--- config.mk ---
export PLATFORM = sky130hd
export DESIGN_NAME = ssd_scan_driver
export DESIGN_NICKNAME = d
export VERILOG_FILES = /design/src/rtl/ssd_scan_driver.sv
export SDC_FILE = /design/constraint.sdc
export NUM_CORES = 1
export LEC_CHECK = 0
export ABC_AREA = 1
export BUFFER_PORTS_ARGS = -buffer_cell sky130_fd_sc_hd__buf_2
export CORE_MARGIN = 4
export CORE_UTILIZATION = 60
export CTS_BUF_LIST = sky130_fd_sc_hd__clkbuf_8 sky130_fd_sc_hd__clkbuf_16
export CTS_CLUSTER_SIZE = 30
export DETAILED_ROUTE_END_ITERATION = 16
export PLACE_DENSITY = 0.8
export SETUP_SLACK_MARGIN = 0.3
export SYNTH_ARGS = -nofsm -noshare
export SYNTH_HDL_FRONTEND = slang
export SYNTH_SLANG_ARGS = --single-unit
export TNS_END_PERCENT = 5
--- constraint.sdc ---
create_clock -name clk -period 2.3 [get_ports clk]
set_clock_uncertainty 0.15 [all_clocks]
set_input_delay 0.23 -clock clk [delete_from_list [all_inputs] [get_ports clk]]
set_output_delay 0.23 -clock clk [all_outputs]
set_load 0.02 [all_outputs]
--- src/rtl/ssd_scan_driver.sv ---
// ssd_scan_driver: sequential binary-to-BCD converter feeding a multiplexed seven-segment scan.
module ssd_scan_driver #(
    parameter int NUM_DIGITS  = 4,
    parameter int VALUE_W     = 16,
    parameter int REFRESH_DIV = 100000
) (
    input  logic                  clk,
    input  logic                  reset_n,
    input  logic [VALUE_W-1:0]    value,
    input  logic                  load,
    input  logic                  blank_en,
    input  logic [NUM_DIGITS-1:0] dp_en,
    output logic                  busy,
    output logic                  done,
    output logic [NUM_DIGITS-1:0] anode,
    output logic [6:0]            seg,
    output logic                  dp
);
    localparam int BCD_W = 4 * NUM_DIGITS;
    localparam int CNT_W = $clog2(VALUE_W + 1);
    localparam int DIV_W = $clog2(REFRESH_DIV);
    localparam int IDX_W = NUM_DIGITS > 1 ? $clog2(NUM_DIGITS) : 1;

    function automatic logic [63:0] pow10(input int n);
        logic [63:0] p;
        p = 64'd1;
        for (int i = 0; i < n; i++) p = p * 64'd10;
        return p;
    endfunction

    localparam logic [63:0] MAX_VAL = pow10(NUM_DIGITS) - 64'd1;

    function automatic logic [6:0] decode(input logic [3:0] d);
        case (d)
            4'd0:    decode = 7'b0000001;
            4'd1:    decode = 7'b1001111;
            4'd2:    decode = 7'b0010010;
            4'd3:    decode = 7'b0000110;
            4'd4:    decode = 7'b1001100;
            4'd5:    decode = 7'b0100100;
            4'd6:    decode = 7'b0100000;
            4'd7:    decode = 7'b0001111;
            4'd8:    decode = 7'b0000000;
            4'd9:    decode = 7'b0000100;
            default: decode = 7'h7F;
        endcase
    endfunction

    typedef enum logic [1:0] {IDLE, CONVERT, COMMIT} stateType;

    stateType              state, nextState;
    logic [VALUE_W-1:0]    shiftReg;
    logic [BCD_W-1:0]      bcdAcc, bcdAdj, bcdNext, dispBcd;
    logic [CNT_W-1:0]      bitCnt;
    logic                  ovfPending, overflow;
    logic                  busyNext, doneNext;
    logic [DIV_W-1:0]      divCnt;
    logic [IDX_W-1:0]      scanIdx;
    logic [3:0]            curDigit;
    logic                  leadZero, blankCur;
    logic [6:0]            segNext;

    always_ff @(posedge clk or negedge reset_n)
        if (!reset_n) state <= IDLE;
        else state <= nextState;

    // A load in any state restarts the conversion, so only the last value is committed.
    always_comb
        nextState = load ? CONVERT :
                    (state == CONVERT && bitCnt == CNT_W'(1)) ? COMMIT :
                    state == COMMIT ? IDLE : state;

    always_comb begin
        busyNext = nextState == CONVERT;
        doneNext = state == COMMIT && nextState == IDLE;
    end

    always_comb begin
        bcdAdj = bcdAcc;
        for (int i = 0; i < NUM_DIGITS; i++)
            bcdAdj[4*i +: 4] = bcdAcc[4*i +: 4] >= 4'd5 ? bcdAcc[4*i +: 4] + 4'd3 : bcdAcc[4*i +: 4];
        bcdNext = (bcdAdj << 1) | BCD_W'(shiftReg[VALUE_W-1]);
    end

    always_ff @(posedge clk or negedge reset_n)
        if (!reset_n) begin
            shiftReg   <= '0;
            bcdAcc     <= '0;
            bitCnt     <= '0;
            ovfPending <= 1'b0;
            dispBcd    <= '0;
            overflow   <= 1'b0;
            busy       <= 1'b0;
            done       <= 1'b0;
        end else begin
            busy <= busyNext;
            done <= doneNext;
            if (load) begin
                shiftReg   <= value;
                bcdAcc     <= '0;
                bitCnt     <= CNT_W'(VALUE_W);
                ovfPending <= 64'(value) > MAX_VAL;
            end else if (state == CONVERT) begin
                shiftReg <= shiftReg << 1;
                bcdAcc   <= bcdNext;
                bitCnt   <= bitCnt - CNT_W'(1);
            end
            if (doneNext) begin
                dispBcd  <= bcdAcc;
                overflow <= ovfPending;
            end
        end

    // A digit is a leading zero when it and every digit above it are zero.
    always_comb begin
        curDigit = dispBcd[{scanIdx, 2'b00} +: 4];
        leadZero = (dispBcd >> {scanIdx, 2'b00}) == '0;
        blankCur = blank_en && !overflow && scanIdx != '0 && leadZero;
        segNext  = overflow ? 7'b1111110 : blankCur ? 7'h7F : decode(curDigit);
    end

    always_ff @(posedge clk or negedge reset_n)
        if (!reset_n) begin
            divCnt  <= '0;
            scanIdx <= '0;
            anode   <= '1;
            seg     <= 7'h7F;
            dp      <= 1'b1;
        end else begin
            divCnt <= divCnt == DIV_W'(REFRESH_DIV - 1) ? '0 : divCnt + DIV_W'(1);
            if (divCnt == DIV_W'(REFRESH_DIV - 1))
                scanIdx <= scanIdx == IDX_W'(NUM_DIGITS - 1) ? '0 : scanIdx + IDX_W'(1);
            anode <= ~(NUM_DIGITS'(1) << scanIdx);
            seg   <= segNext;
            dp    <= ~dp_en[scanIdx];
        end
endmodule
# == Word level (Yosys, flattened, before mapping) ==
# Memories as Yosys holds them, arrays and structs flattened.
# Index checks and enable logic that the tools add are counted.
# classes
n_eq_ne,6
mux,19
n_shift,3
n_reduce_logical,10
n_addsub,7
n_lt_le_gt_ge,6
bitwise,3
# ops
cell,n
$mux W16,4
$add A17 B1 Y17 const B,1
$eq A17 B17 Y1 const B,1
$mux W17,1
$ge A4 B3 Y1 const B,4
$gt A16 B14 Y1 const B,1
$logic_not A16 Y1,1
$or A16 B1 Y16,1
$shiftx A16 B5 Y4,1
$shr A16 B4 Y16,1
$mux W7,2
$add A4 B2 Y4 const B,3
$mux W4,3
$mux W5,2
$mux W2,4
$eq A5 B1 Y1 const B,1
$logic_and A1 B1 Y1,5
$sub A5 B1 Y5 const B,1
$eq A2 B1 Y1 const B,2
$eq A2 B2 Y1 const B,2
$not A4 Y4,1
$reduce_bool A2 Y1,2
$shl A1 B2 Y4 const A,1
$add A3 B2 Y3 const B,1
8 further kinds,8
# word_totals
mem_bits_ro,112
out_inout_bits,14
reg_bits,90
n_memories,1
wordCells,69
inputBits,24
# memory_table
memory,words,word_bits,read_ports,rd_ports_with_merged_regs,wr,line_no,source
(name not given),16,7,1,0,0,34,case (d)

# == Depth between registers and ports, before layout ==
# depth
depth_word,6
mapped_depth,16
ltp_nobuf,15

# == Worst setup path after synthesis ==
# OpenSTA, ideal clock, no wires.
# synth_timing
path_kind,flip-flop to flip-flop
start,register scanIdx[0]
end,register seg[5]
stages_incl_launch_ff,15
t_arrival_ps,1890
period_less_slack_ps,2101
setup_time_ps,61
slack_ps,199
required_time_ps,2089
n_path_buf,1
cell_sequence,dfrtp_1 > inv_2 > buf_6 > nand2_1 > nand2_1 > o21ai_0 > ha_1 > nand2_1 > nor2_1 > nand3_1 > a21oi_1 > nand2_1 > nand2_2 > nor2_4 > nand2_1
# synth_via
elab_chain_cells,5
word_cells_on_any_way,9
classes_between,shift (2); mux (2); reduce/logical (4); memory (1)
# synth_lines
element,line_no,source
start: declaration,58,logic [IDX_W-1:0] scanIdx;
start signal: assignment,132,scanIdx <= scanIdx == IDX_W'(NUM_DIGITS - 1) ? '0 : scanIdx + IDX_W'(1);
"parallel branches: the longest is 3 deep, another holds $mem_v2 Z16 W7",-,
$mux W7 (*) (2 in series),119,segNext = overflow ? 7'b1111110 : blankCur ? 7'h7F : decode(curDigit);
net segNext[5],61,logic [6:0] segNext;
end signal: assignment,134,seg <= segNext;
end: declaration,16,"output logic [6:0] seg,"
# Mark *: on every way through the listed nets, which the timed path passes.
# A chain may end at the register's enable or synchronous reset.

# == Final worst setup path ==
# layout_timing
start,register scanIdx[0]
end,register seg[4]
# Same word-level chain as after synthesis.

==> flow_metrics.tcl <==
set metrics [dict create \
    place_ws_ps 41.2 \
    p_per_area_mw_per_mm2 708 \
    cts-root-buf "clkbuf_8" \
    synth-seq-cells 90 \
    crit_path_start_kind "flip-flop" \
    viasPerCell 5.45 \
    area_growth_pct 18.6 \
    cts_tree "yes" \
    maxCapViolCount 0 \
    crit_path_end_kind "flip-flop" \
    rsz0062_at_grt "true" \
    fin_ws_ps 259 \
    final_nets 662 \
    p_leak_uw 0.00259 \
    use_met2_pct 41.2 \
    grtUsageMet1_pct 30.3 \
    clkLatencyLatePin_ps 350 \
    die_w_um 95.0 \
    clockBufferDepth 2 \
    dr.pass1.iters 5 \
    start_util_pct 62.3 \
    met3_usage_pct 4.58 \
    synth_top_area_share_pct 43.0 \
    synth_top_area_cell "dfrtp_1" \
    layout_min_cycle_time_ps 2040 \
    antenna_found_initial 0 \
    die_area_mm2 0.00903 \
    cts.sinks 90 \
    ios 38 \
    routedWlPerCell_um 14.5 \
    grt_pass1_vias 3820 \
    track_usage_pct 24.4 \
    yosysSeqAreaShare_pct 49.9 \
    worstPathArrival_ps 2190 \
    grt_pass1_wl_mm 17.1 \
    syn_nets 590 \
    path_class "flip-flop to flip-flop" \
    setup_viol 0 \
    syn_area_mm2 0.00454 \
    port_buffers 37 \
    route.detailed.drc 0 \
    syn_avg_cell_area_um2 8.32 \
    reg2reg_from "scanIdx[0]$_DFFE_PN0N_" \
    ys_top_cells_by_area "dfrtp_1, nand2_1, dfstp_2" \
    drt_wl_total_mm 10.5 \
    drive_gt1_share_pct 18.8 \
    hpwlAfterDp_mm 6.75 \
    hold_viol_final 0 \
    postSynthCellCount 546 \
    cp-startpoint "scanIdx[0]$_DFFE_PN0N_" \
    slew-limit-headroom_pct 66.9 \
    grt_max_degree 41 \
    diodes 0 \
    hold_path.class "input port to flip-flop" \
    post-route-period-util_pct 88.7 \
    min_from "dp_en[2]" \
    coreArea_mm2 0.00729 \
    overflow 0 \
    top_usage_layer "met2" \
    vias 3934 \
    fmax_mhz 490 \
    vdd_drop_max_v 0.000522 \
    tightest_slew_ps 496 \
    cp_data_required_time_ps 2450 \
    tns_ps 0 \
    status "complete, no violations" \
    ant_nets 0 \
    rows 31 \
    synth_cell_types 35 \
    path_max_fanout 6 \
    drv_slew 0 \
    clk_pin_slew_worst_paths_ps 100 \
    fp.dieH_um 95.0 \
    htree_num_levels 3 \
    drt_iter0_markers 379 \
    ys.warnings.count 0 \
    gp_congestion 0.946 \
    cts_buffers 9 \
]
[stage by stage]
step                      instances  cell area, um^2  util (%)  total power, uW  hold slack [ps]
after floorplan                 546             4540         -             2360             -216
after global placement          677             4860      66.6             2550             2.35
after detailed placement        677             4860      66.6             2590             3.86
after CTS                       707             5230      71.7             3810             8.08
after global routing            722             5390      73.9             4030             12.8
final                           722             5390      73.9             3810             21.8
[worst paths after layout]
path | endpoint | slack, ps | depth (start not counted)
setup / recovery | seg[4]$_DFF_PN1_ | 260 | 13
hold / removal | dp$_DFF_PN1_ | 20 | 3
setup reg to reg | seg[4]$_DFF_PN1_ | 260 | 13
hold reg to reg | divCnt[0]$_DFF_PN0_ | 320 | 1
max in group asynchronous | scanIdx[0]$_DFFE_PN0N_ | 1180 | 3
min in group asynchronous | divCnt[2]$_DFF_PN0_ | 160 | 2
[critical path, cell delays in order, from the launching register on]
cell and delay (ps):
dfrtp_2 480, buf_4 160, nand2_1 70, nand2_2 80, o21ai_4 220, ha_4 170, nand2_1 50, nor2_1 90
nand3_1 90, a21oi_2 140, nand2_2 90, nand2_2 90, nor2_4 50, nand2_1 80
[metal layers]
layer | vias up | share of wire (%)
li1 | 1894 | -
met1 | 1839 | 41
met2 | 167 | 50
met3 | 34 | 6.2
met4 | 0 | 3.1
met5 | - | 0
[cell type report]
cell class                 count  area (um^2)
multi-input combinational    359         1940
sequential                    90         2270
tap                           99          124
inverter                      85          327
timing repair inverter         1         5.00
timing repair buffer          72          499
clock inverter                 7          101
clock buffer                   9          124
fill                         549         1900
[where the power goes]
group / switching (uW) / leakage [uW] / internal (uW) / total [uW]
clock: 589 / 0.000106 / 619 / 1210
sequential: 106 / 0.00111 / 1770 / 1880
combinational: 472 / 0.00138 / 253 / 725
[registers in the layout, indices dropped and copies added (netlist names)]
signal / flops
overflow: 1
ovfPending: 1
state: 2
bitCnt: 5
shiftReg: 16
dispBcd: 16
seg: 7
anode: 4
scanIdx: 2
dp: 1
busy: 1
done: 1
divCnt: 17
bcdAcc: 16
[cells in the mapped netlist]
library cell and number:
nand3_1 23, dfrtp_1 78, o21ai_0 57, o31ai_1 2, dfstp_2 12, buf_6 1, buf_4 2, o32ai_1 1
nor3_4 1, nor4_1 2, clkbuf_1 5, nand3_2 1, and2_1 1, a22oi_1 4, nor2_4 1, o21a_1 1
inv_2 7, ha_1 20, xor2_1 10, inv_1 78, nor2_1 51, o211ai_1 6, buf_2 4, nand3b_1 1
a32o_1 1, o221ai_1 3, o22ai_1 7, xnor2_1 1, a21oi_1 23, nor3_1 3, nand2_2 8, nor2_2 1
nand2_1 122, o21ai_4 1, nand4_1 7
[cell usage in the layout (no fill, tap or decap), types with 3 or more instances in the layout]
cell / n
a21oi_1: 22
a22oi_1: 4
buf_2: 36
buf_4: 19
clkbuf_8: 9
clkinv_4: 3
dfrtp_1: 76
dfstp_2: 12
dlygate4sd3_1: 14
ha_1: 19
inv_1: 78
inv_2: 5
nand2_1: 118
nand2_2: 12
nand3_1: 23
nand4_1: 7
nor2_1: 50
nor3_1: 3
o211ai_1: 6
o21ai_0: 56
o221ai_1: 3
o22ai_1: 7
xor2_1: 10
[what timing repair did]
action | 4_1_cts | 5_1_grt
pin swaps | 0 | 5
setup endpoints to repair | 24 | 20
buffers inserted | 0 | 14
resized for setup | 3 | 16
cloned | 0 | 1
hold buffers | 14 | 0
endpoints found under the hold margin | 77 | 0
[cells by family after synthesis]
logic type,after synthesis,share of synthesized area [%]
flops,90,49.9
xor+xnor,11,2.12
compound gates,106,13.3
fa+ha+maj,20,5.51
buf+inv,97,8.45
simple gates,222,20.8
Note: power is estimated with default switching activity, not from simulation.
